`config.mk`:
```
export PLATFORM = sky130hd
export DESIGN_NAME = ps2_key_decoder
export DESIGN_NICKNAME = d
export VERILOG_FILES = /design/src/rtl/ps2_pkg.sv /design/src/rtl/ps2_evt_fifo.sv /design/src/rtl/ps2_key_decoder.sv
export SDC_FILE = /design/constraint.sdc
export NUM_CORES = 1
export LEC_CHECK = 0
export ABC_AREA = 1
export ABC_CLOCK_PERIOD_IN_PS = 5600
export CAP_MARGIN = 10
export CELL_PAD_IN_SITES_DETAIL_PLACEMENT = 1
export CELL_PAD_IN_SITES_GLOBAL_PLACEMENT = 1
export CORE_ASPECT_RATIO = 1.4
export CORE_UTILIZATION = 48
export CTS_CLUSTER_DIAMETER = 50
export CTS_CLUSTER_SIZE = 25
export DETAILED_ROUTE_END_ITERATION = 7
export GPL_TIMING_DRIVEN = 0
export PLACE_DENSITY = 0.95
export SYNTH_ARGS = -nofsm -noshare
export SYNTH_HDL_FRONTEND = slang
export SYNTH_SLANG_ARGS = --single-unit
```
`constraint.sdc`:
```
create_clock -name clk -period 5.6 [get_ports clk]
set_input_delay 1.12 -clock clk [delete_from_list [all_inputs] [get_ports clk]]
set_output_delay 1.12 -clock clk [all_outputs]
set_load 0.02 [all_outputs]
```
`src/rtl/ps2_pkg.sv`:
```
// Shared PS/2 decoder definitions: prefix bytes, dropped codes, FSM encoding
// and the event word carried through the event FIFO.
package ps2_pkg;

  localparam logic [7:0] PS2_EXT = 8'hE0;
  localparam logic [7:0] PS2_BRK = 8'hF0;

  // Keyboard status/ack bytes that never form part of a key sequence.
  localparam int PS2_N_DROP = 6;
  localparam logic [7:0] PS2_DROP_CODES [PS2_N_DROP] = '{
    8'h00, 8'hAA, 8'hE1, 8'hFA, 8'hFE, 8'hFF
  };

  typedef enum logic [1:0] {
    ST_IDLE    = 2'd0,
    ST_EXT     = 2'd1,
    ST_BRK     = 2'd2,
    ST_EXT_BRK = 2'd3
  } ps2_state_e;

  typedef struct packed {
    logic       ext;
    logic       rel;
    logic [7:0] code;
  } ps2_evt_t;

  function automatic logic ps2_is_dropped(input logic [7:0] b);
    logic hit;
    hit = 1'b0;
    for (int i = 0; i < PS2_N_DROP; i++) begin
      if (b == PS2_DROP_CODES[i]) hit = 1'b1;
    end
    return hit;
  endfunction

endpackage

```
`src/rtl/ps2_evt_fifo.sv`:
```
// First-word-fall-through event FIFO; a push into a full FIFO is accepted only
// when a pop frees a slot in the same cycle, otherwise it is reported as dropped.
module ps2_evt_fifo
  import ps2_pkg::*;
#(
  parameter int DEPTH = 8
) (
  input  logic     clk,
  input  logic     resetn,
  input  logic     push,
  input  ps2_evt_t push_evt,
  input  logic     pop,
  output ps2_evt_t head,
  output logic     empty,
  output logic     full,
  output logic     drop
);

  localparam int AW = $clog2(DEPTH);
  localparam logic [AW:0] FULL_CNT = (AW + 1)'(DEPTH);

  ps2_evt_t      mem [DEPTH];
  logic [AW-1:0] wr_ptr;
  logic [AW-1:0] rd_ptr;
  logic [AW:0]   count;
  logic          do_push;
  logic          do_pop;

  assign empty   = (count == '0);
  assign full    = (count == FULL_CNT);
  assign do_pop  = pop & ~empty;
  assign do_push = push & (~full | do_pop);
  assign drop    = push & ~do_push;
  assign head    = empty ? '0 : mem[rd_ptr];

  always_ff @(posedge clk) begin
    if (!resetn) begin
      wr_ptr <= '0;
      rd_ptr <= '0;
      count  <= '0;
    end else begin
      if (do_push) wr_ptr <= wr_ptr + 1'b1;
      if (do_pop)  rd_ptr <= rd_ptr + 1'b1;
      case ({do_push, do_pop})
        2'b10:   count <= count + 1'b1;
        2'b01:   count <= count - 1'b1;
        default: count <= count;
      endcase
    end
  end

  always_ff @(posedge clk) begin
    if (do_push) mem[wr_ptr] <= push_evt;
  end

endmodule

```
`src/rtl/ps2_key_decoder.sv`:
```
// Scan-code sequence decoder with typematic filtering, held-key tracking,
// press counter and a buffered ready/valid event output.
//
// state      | meaning
// ST_IDLE    | no prefix pending
// ST_EXT     | E0 received
// ST_BRK     | F0 received
// ST_EXT_BRK | E0 F0 received
module ps2_key_decoder
  import ps2_pkg::*;
#(
  parameter int FIFO_DEPTH = 8
) (
  input  logic       clk,
  input  logic       resetn,
  input  logic       in_valid,
  input  logic [7:0] in_data,
  input  logic       in_err,
  output logic       out_valid,
  input  logic       out_ready,
  output logic [7:0] out_code,
  output logic       out_ext,
  output logic       out_release,
  output logic       held,
  output logic [7:0] held_code,
  output logic       held_ext,
  output logic [7:0] press_count,
  output logic       overflow
);

  ps2_state_e state, state_nxt;
  logic       byte_ok;
  logic       is_key;
  logic       ev_valid;
  logic       ev_rel;
  logic       ev_ext;
  logic       key_match;
  logic       ev_push;
  logic       fifo_empty;
  logic       fifo_full;
  logic       fifo_drop;
  ps2_evt_t   ev_word;
  ps2_evt_t   head;

  assign byte_ok = in_valid & ~in_err & ~ps2_is_dropped(in_data);
  assign is_key  = byte_ok & (in_data != PS2_EXT) & (in_data != PS2_BRK);

  always_ff @(posedge clk) begin
    if (!resetn) state <= ST_IDLE;
    else         state <= state_nxt;
  end

  always_comb begin
    state_nxt = state;
    if (in_valid) begin
      if (!byte_ok) begin
        state_nxt = ST_IDLE;
      end else if (in_data == PS2_EXT) begin
        state_nxt = ST_EXT;
      end else if (in_data == PS2_BRK) begin
        state_nxt = (state == ST_IDLE || state == ST_EXT) ?
                    ((state == ST_EXT) ? ST_EXT_BRK : ST_BRK) : ST_BRK;
      end else begin
        state_nxt = ST_IDLE;
      end
    end
  end

  always_comb begin
    ev_valid = 1'b0;
    ev_rel   = 1'b0;
    ev_ext   = 1'b0;
    if (is_key) begin
      ev_valid = 1'b1;
      ev_ext   = (state == ST_EXT) || (state == ST_EXT_BRK);
      ev_rel   = (state == ST_BRK) || (state == ST_EXT_BRK);
    end
  end

  // A make of the key already held is a typematic repeat and is swallowed.
  assign key_match = held && (held_ext == ev_ext) && (held_code == in_data);
  assign ev_push   = ev_valid && (ev_rel || !key_match);
  assign ev_word   = '{ext: ev_ext, rel: ev_rel, code: in_data};

  always_ff @(posedge clk) begin
    if (!resetn) begin
      held        <= 1'b0;
      held_code   <= '0;
      held_ext    <= 1'b0;
      press_count <= '0;
      overflow    <= 1'b0;
    end else begin
      if (ev_valid && !ev_rel && !key_match) begin
        held        <= 1'b1;
        held_code   <= in_data;
        held_ext    <= ev_ext;
        press_count <= press_count + 8'd1;
      end
      if (ev_valid && ev_rel && key_match) held <= 1'b0;
      if (fifo_drop) overflow <= 1'b1;
    end
  end

  ps2_evt_fifo #(
    .DEPTH (FIFO_DEPTH)
  ) u_fifo (
    .clk      (clk),
    .resetn   (resetn),
    .push     (ev_push),
    .push_evt (ev_word),
    .pop      (out_ready),
    .head     (head),
    .empty    (fifo_empty),
    .full     (fifo_full),
    .drop     (fifo_drop)
  );

  assign out_valid   = ~fifo_empty;
  assign out_code    = head.code;
  assign out_ext     = head.ext;
  assign out_release = head.rel;

endmodule

```
* Word level (Yosys, flattened, before mapping)
Memories as Yosys holds them, arrays and structs flattened. A register that Yosys moved wholly into a read port is not among the register bits. Cells that the tools add are included.
Cells by class: muxes and demuxes 20, bitwise gates (word level) 14, $lt $le $gt $ge 0, $mul 0, div/mod/pow operators 0, reductions and logical operators 18, eq/ne operators 17, $add $sub $neg 5, shift-type cells 0
Operators by type and width (count):
- $eq 8x8->1 const B | 7
- $ne 8x8->1 const B | 2
- $mux 1 | 13
- $mux 10 | 1
- $add 8x1->8 const B | 1
- $eq 8x8->1 | 1
- $logic_not 8->1 | 1
- $pmux 4 s2 | 1
- $and 1x1->1 | 7
- $logic_and 1x1->1 | 7
- $add 3x1->3 const B | 2
- $eq 2x2->1 const B | 3
- $mux 2 | 3
- $mux 3 | 2
- $not 1->1 | 6
- $add 4x1->4 const B | 1
- $eq 2x1->1 const B | 2
- $eq 4x4->1 const B | 1
- $logic_not 4->1 | 1
- $logic_or 1x1->1 | 4
- $sub 4x1->4 const B | 1
- $logic_not 1->1 | 2
- $logic_not 2->1 | 1
- $reduce_bool 2->1 | 1
- other kinds (3) | 3
Storage, ports and cells: memories 1, bits in latches 0, input port bits 13, bits in writable memories 80, logic and storage cells 84, ROM bits 0, bits in registers 31
Memory list:
- u_fifo.mem | depth 8, bits a word 10, rd ports 1, clocked after memory_dff 1, write ports 1, RTL line ps2_evt_fifo.sv:22 | ps2_evt_t mem [DEPTH];

* Depth between registers and ports, before layout
depth after elaboration 21, gate-level depth with buffers 23, mapped depth without buffers 23

* Cells and area by module
Synthesis repeated with hierarchy kept, for this count alone.
Second synthesis, totals: cell total of the unflattened synthesis 547, area total of the unflattened synthesis 5227.5 um^2
By module, submodules not included:
- ps2_evt_fifo | sequential area each 2662.6 um^2, cells an instance 336, area an instance 3836.2 um^2, times used 1
- ps2_key_decoder | sequential area each 420.4 um^2, cells an instance 211, area an instance 1391.3 um^2, times used 1

* Worst setup path after synthesis
No wires, ideal clock.
path type in2reg, start input in_data[2], end register u_fifo.count[3], buffers on the path 0, stages on the path 20, setup slack 2.349 ns, required time 5.485 ns, setup time 0.115 ns, arrival 3.136 ns, path through inv_1 -> nand2_1 -> nor2_1 -> nand2_1 -> nand3_2 -> nor2_4 -> nand2_1 -> nor2_2 -> inv_2 -> nand2_4 -> nand2_4 -> nand2_4 -> inv_1 -> ha_1 -> nand2_1 -> nand2_1 -> a31oi_1 -> nand4_1 -> a21oi_1 -> nor2_1
Between the ends: elaborated cells between the ends (all ways) 33
RTL lines:
- from (decl) | RTL line ps2_key_decoder.sv:17 | input logic [7:0] in_data,
- $logic_not 8->1 | RTL line ps2_pkg.sv:31 | if (b == PS2_DROP_CODES[i]) hit = 1'b1;
- $mux 1 (6 in series) | RTL line ps2_pkg.sv:31
- $not 1->1 | RTL line ps2_key_decoder.sv:45 | assign byte_ok = in_valid & ~in_err & ~ps2_is_dropped(in_data);
- $and 1x1->1 | RTL line ps2_key_decoder.sv:45
- $and 1x1->1 | RTL line ps2_key_decoder.sv:46 | assign is_key = byte_ok & (in_data != PS2_EXT) & (in_data != PS2_BRK);
- $and 1x1->1 (*) | RTL line ps2_key_decoder.sv:46
- $mux 1 (*) | RTL line ps2_key_decoder.sv:73 | if (is_key) begin
- via ev_rel | RTL line ps2_key_decoder.sv:35 | logic ev_rel;
- $logic_or 1x1->1 (*) | RTL line ps2_key_decoder.sv:82 | assign ev_push = ev_valid && (ev_rel || !key_match);
- $logic_and 1x1->1 (*) | RTL line ps2_key_decoder.sv:82
- $and 1x1->1 (*) | RTL line ps2_evt_fifo.sv:32 | assign do_push = push & (~full | do_pop);
- $eq 2x1->1 / $eq 2x2->1 (equally long branches) | RTL line ps2_evt_fifo.sv:44 | case ({do_push, do_pop})
- $pmux 4 s2 / $reduce_bool 2->1 (equally long branches)
- to (signal assigned) | RTL line ps2_evt_fifo.sv:45 | 2'b10: count <= count + 1'b1;
- to (signal assigned) | RTL line ps2_evt_fifo.sv:46 | 2'b01: count <= count - 1'b1;
- to (signal assigned) | RTL line ps2_evt_fifo.sv:47 | default: count <= count;
- to (decl) | RTL line ps2_evt_fifo.sv:25 | logic [AW:0] count;
The timed path passes the listed nets; every way through them passes the cells marked *. A chain may end at the register's enable or synchronous reset.

* Worst setup path after layout
start input in_data[2], end memory u_fifo.mem[3][4] in the netlist's numbering (enable)
Between the ends: elaborated cells between the ends (all ways) 31
RTL lines:
- $logic_not 8->1 | RTL line ps2_pkg.sv:31
- $mux 1 (6 in series) | RTL line ps2_pkg.sv:31
- $not 1->1 | RTL line ps2_key_decoder.sv:45
- $and 1x1->1 | RTL line ps2_key_decoder.sv:45
- $and 1x1->1 | RTL line ps2_key_decoder.sv:46
- $and 1x1->1 (*) | RTL line ps2_key_decoder.sv:46
- $mux 1 (*) | RTL line ps2_key_decoder.sv:73
- via ev_rel | RTL line ps2_key_decoder.sv:35
- $logic_or 1x1->1 (*) | RTL line ps2_key_decoder.sv:82
- $logic_and 1x1->1 (*) | RTL line ps2_key_decoder.sv:82
- $and 1x1->1 (*) | RTL line ps2_evt_fifo.sv:32
- $mux 1 (*) | RTL line ps2_evt_fifo.sv:53 | if (do_push) mem[wr_ptr] <= push_evt;
- $mux 1 (not written as such) (*) | RTL line ps2_evt_fifo.sv:53
- to (decl) | RTL line ps2_evt_fifo.sv:22
Marked as above.

==> summary.md <==
| Metric | Value |
|---|---|
| Startpoint Class | `input port` |
| Instance count of the mapped netlist | `506` |
| Clock tree root buffer cell | `sky130_fd_sc_hd__clkbuf_16` |
| Clock latency on the worst-skew pair | `430 ps` |
| Number of nets with antenna violations after detailed routing | `0` |
| Setup repair after global routing missed its margin | `false` |
| Routed via count | `4282` |
| Proportion of power drawn by the clock network | `41.5%` |
| Type of element capturing the critical path | `register` |
| Placed wire-length estimate | `10.0 mm` |
| Hold WS | `471 ps` |
| Number of nets in the synthesized netlist | `525` |
| Cell Pwr Density | `473 nW/um2` |
| Outcome | `finished, final reports clean` |
| Slew HR | `20.8%` |
| Transition time at the pin with the least slew margin | `1180 ps` |
| Power Internal | `0.00202 W` |
| Chain of cells forming the critical path | `clkdlybuf4s50_1 -> inv_1 -> nand2_1 -> nor2_1 -> nand2_1 -> nand3_2 -> nor2_4 -> nand2_1 -> nor2_2 -> inv_2 -> nand2_4 -> nand2_4 -> nor2_1 -> inv_1 -> nor2_1` |
| Number of hold buffers added after cts | `0` |
| Proportion of synthesized area in mux cells | `0%` |
| Std cell rows | `43` |
| Min Clock Period, post-route | `4900 ps` |
| Count of flip-flops with a built-in enable after synthesis | `80` |
| Setup Viol. Count Final | `0` |
| Pre-Repair DR Iteration Count | `7` |
| Fraction of layout cells with a size suffix above 1 | `9.83%` |
| Synth warn | `0` |
| X dimension of the die | `88.0 um` |
| Power Total | `0.00294 W` |
| Overall die height | `122 um` |
| FFs w/ async S/R, synth | `0%` |
| Placed cell areas | `5560 um2` |
| Power share of the sequential group | `33.0%` |
| Number of design-rule violations left by the first detailed-router iteration | `344` |
| CTS clock-pin slew for the worst setup and hold paths | `50 ps` |
| Top flip-flop cell by instance count after synthesis | `sky130_fd_sc_hd__edfxtp_1` |
| Synthesized-area fraction occupied by ao, oa, aoi and oai cells | `12.7%` |
| Placement Setup Slack | `593 ps` |
| Final Hold Fails | `0` |
| Crit-path slowest cell | `sky130_fd_sc_hd__nor2_1` |
| Global-route wire length before repair | `25.8 mm` |
| Summed area of non-filler cells in the final layout | `6200 um2` |
| Main combinational cell family by area after synthesis | `simple AND/OR/NAND/NOR gates` |
| GRT Residual Overflow | `0` |
| Fraction of the yosys area taken by sequential cells | `62.1%` |
| Routed length per placed instance | `23.9 um` |
| Die area | `10800 um2` |
| Ports | `43` |
| Worst hold path class | `reg2reg` |
| Ant diodes | `0` |
| Worst-case setup margin in the final layout | `703 ps` |
| Maximum capacitance violations | `0` |
| Clock Sinks | `114` |
| Cts repair resizes | `0` |
| Area growth syn-to-layout | `24.9%` |
| Area of the core | `10000 um2` |
| Critical path data required time | `5640 ps` |
| Largest net degree at the start of global routing | `17` |
| Max-slew violations | `0` |
| Layout net count | `586` |
| Relative contribution of combinational cells to total power | `25.5%` |
| Total Negative Setup Slacks | `0 ps` |
| Total wire length | `17.1 mm` |
| Post-Synth XOR/XNOR Area | `0.353%` |
| Per-instance average area after synthesis | `9.81 um2` |
| Area share of and/or/nand/nor cells after synthesis | `17.3%` |
| LEAKAGE | `2.26 nW` |
| Share of total power consumed by net switching | `31.3%` |
| CTS HTree Levels | `4` |
| Initial core utilization | `49.6%` |
| Total standard cell area after synthesis | `4970 um2` |
| Worst setup path category | `in2reg` |
| Arrival time at the worst endpoint | `4940 ps` |
| Worst setup skew after layout | `14.9 ps` |
| Clock tree from TritonCTS | `built` |
| Buffer depth of the longest clock path | `2` |
| Vias in the first global route | `4735` |
| Power dissipated by switching net loads | `0.000919 W` |
| Post-CTS Repair Setup Buffers | `0` |
| Overall Global Routing Usage | `34.2%` |
| Remaining DRCs | `0` |
| IO Port Bufs | `42` |
| Post-synthesis adder-cell area fraction | `1.66%` |
| Share of the clock period used by the worst path | `87.5%` |
| Critical Path Max Stage Delay | `900 ps` |
| Max Fanout on Critical Path | `12` |
| Antenna violations before repair | `0` |
| GP Congestion | `0.804` |
| Peak supply drop | `0.235 mV` |
| Number of register bits inferred by synthesis | `114` |
| Unique masters post-synth | `30` |
| Post-DR vias/cell | `5.99` |
| Peak Freq | `0.204 GHz` |
| CTS Buf Count | `17` |
## power by group through the flow
stage          clock network [W]  logic [W]  registers (W)
4_1_cts                  0.00122   0.000744       0.000969
3_5_place_dp                   0   0.000703       0.000983
6_report                 0.00122   0.000747       0.000969
2_1_floorplan                  0   0.000413       0.000979
3_3_place_gp                   0   0.000661       0.000978
5_1_grt                  0.00125   0.000804       0.000972
## final timing paths
| check | cells past startpoint | endpoint | slack (ps) | from |
|---|---|---|---|---|
| worst max-delay path | 15 | u_fifo.mem[3][4] | 700 | in_data[2] |
| worst min-delay path | 2 | press_count[4] | 470 | press_count[4] |
| worst max register to register | 19 | u_fifo.count[3] | 2410 | held_code[1] |
| worst min register to register | 2 | press_count[4] | 470 | press_count[4] |
## registers in the layout, summed over array words and instances, names as in the netlist, named ones only
register       cells
u_fifo.mem        80
u_fifo.wr_ptr      3
held               1
held_code          8
state              2
u_fifo.count       4
u_fifo.rd_ptr      3
held_ext           1
press_count        8
overflow           1
## cell families after synthesis
| family | count (synthesis) |
|---|---|
| AOI/OAI and AO/OA | 119 |
| and+or+nand+nor | 188 |
| buffers and inverters | 77 |
| adders and majority gates | 6 |
| xor gates and xnor gates | 2 |
| DFF | 114 |
## per-stage QoR
step | util (%) | std cells
2_1_floorplan | - | 506
3_3_place_gp | 55.5 | 683
3_5_place_dp | 55.5 | 683
4_1_cts | 62.0 | 715
5_1_grt | 62.0 | 715
6_report | 62.0 | 715
## cell type report
| class | count | area (um2) |
|---|---|---|
| Clock buffer | 19 | 433 |
| Sequential cell | 114 | 3080 |
| Timing Repair Buffer | 42 | 420 |
| Multi-Input combinational cell | 315 | 1590 |
| Inverter | 58 | 218 |
| Fill cell | 1104 | 3800 |
| Buffer | 19 | 75.1 |
| Clock inverter | 13 | 214 |
| Tap cell | 135 | 169 |
## cells in the final DEF, fill, tap and decap left out, types with 2 or more instances in the layout
cell / n
sky130_fd_sc_hd__clkdlybuf4s50_1: 42
sky130_fd_sc_hd__nor3_2: 3
sky130_fd_sc_hd__clkinv_2: 2
sky130_fd_sc_hd__o22ai_1: 10
sky130_fd_sc_hd__o21ai_1: 4
sky130_fd_sc_hd__o21ai_0: 68
sky130_fd_sc_hd__a21oi_1: 24
sky130_fd_sc_hd__nand3_4: 2
sky130_fd_sc_hd__edfxtp_1: 80
sky130_fd_sc_hd__bufinv_16: 6
sky130_fd_sc_hd__dfxtp_1: 34
sky130_fd_sc_hd__nor3b_1: 2
sky130_fd_sc_hd__clkbuf_1: 17
sky130_fd_sc_hd__nand3_2: 2
sky130_fd_sc_hd__nand4_1: 7
sky130_fd_sc_hd__nor2_4: 2
sky130_fd_sc_hd__buf_2: 3
sky130_fd_sc_hd__nand2_4: 4
sky130_fd_sc_hd__ha_1: 5
sky130_fd_sc_hd__nand2_1: 57
sky130_fd_sc_hd__nand2_2: 3
sky130_fd_sc_hd__inv_1: 48
sky130_fd_sc_hd__nand3_1: 9
sky130_fd_sc_hd__inv_2: 10
sky130_fd_sc_hd__a31oi_1: 11
sky130_fd_sc_hd__clkbuf_16: 17
sky130_fd_sc_hd__clkinv_1: 4
sky130_fd_sc_hd__xnor2_1: 2
sky130_fd_sc_hd__nor2_1: 93
sky130_fd_sc_hd__nor3_1: 3
## Yosys cell counts (3+ instances only)
library cell / count / area share [%]
sky130_fd_sc_hd__nor2_1: 93 / 7.0
sky130_fd_sc_hd__dfxtp_1: 34 / 14
sky130_fd_sc_hd__nand2_4: 4 / 0.91
sky130_fd_sc_hd__inv_2: 10 / 0.76
sky130_fd_sc_hd__nand2_2: 3 / 0.38
sky130_fd_sc_hd__a21oi_1: 24 / 2.4
sky130_fd_sc_hd__nand2_1: 57 / 4.3
sky130_fd_sc_hd__o21ai_0: 68 / 6.9
sky130_fd_sc_hd__a31oi_1: 11 / 1.4
sky130_fd_sc_hd__nor3_1: 3 / 0.30
sky130_fd_sc_hd__nor3_2: 3 / 0.60
sky130_fd_sc_hd__o22ai_1: 10 / 1.3
sky130_fd_sc_hd__ha_1: 5 / 1.3
sky130_fd_sc_hd__nand3_1: 9 / 0.91
sky130_fd_sc_hd__edfxtp_1: 80 / 48
sky130_fd_sc_hd__inv_1: 48 / 3.6
sky130_fd_sc_hd__o21ai_1: 4 / 0.40
sky130_fd_sc_hd__clkbuf_1: 15 / 1.1
sky130_fd_sc_hd__buf_2: 3 / 0.30
sky130_fd_sc_hd__nand4_1: 7 / 0.88
## critical path, delay by kind of cell
family | cells | cell delay, ps
buffers and inverters | 4 | 1340
AND/OR/NAND/NOR | 11 | 2470
## routing by layer
| metal | routed length [um] | vias to the layer above | global-route usage [%] |
|---|---|---|---|
| met5 | 0 | - | 0 |
| met4 | 994 | 0 | 27.6 |
| met3 | 928 | 74 | 7.53 |
| met2 | 9320 | 216 | 60.6 |
| met1 | 5870 | 2142 | 33.6 |
| li1 | - | 1850 | - |
Power figures use the tool's default switching activity.
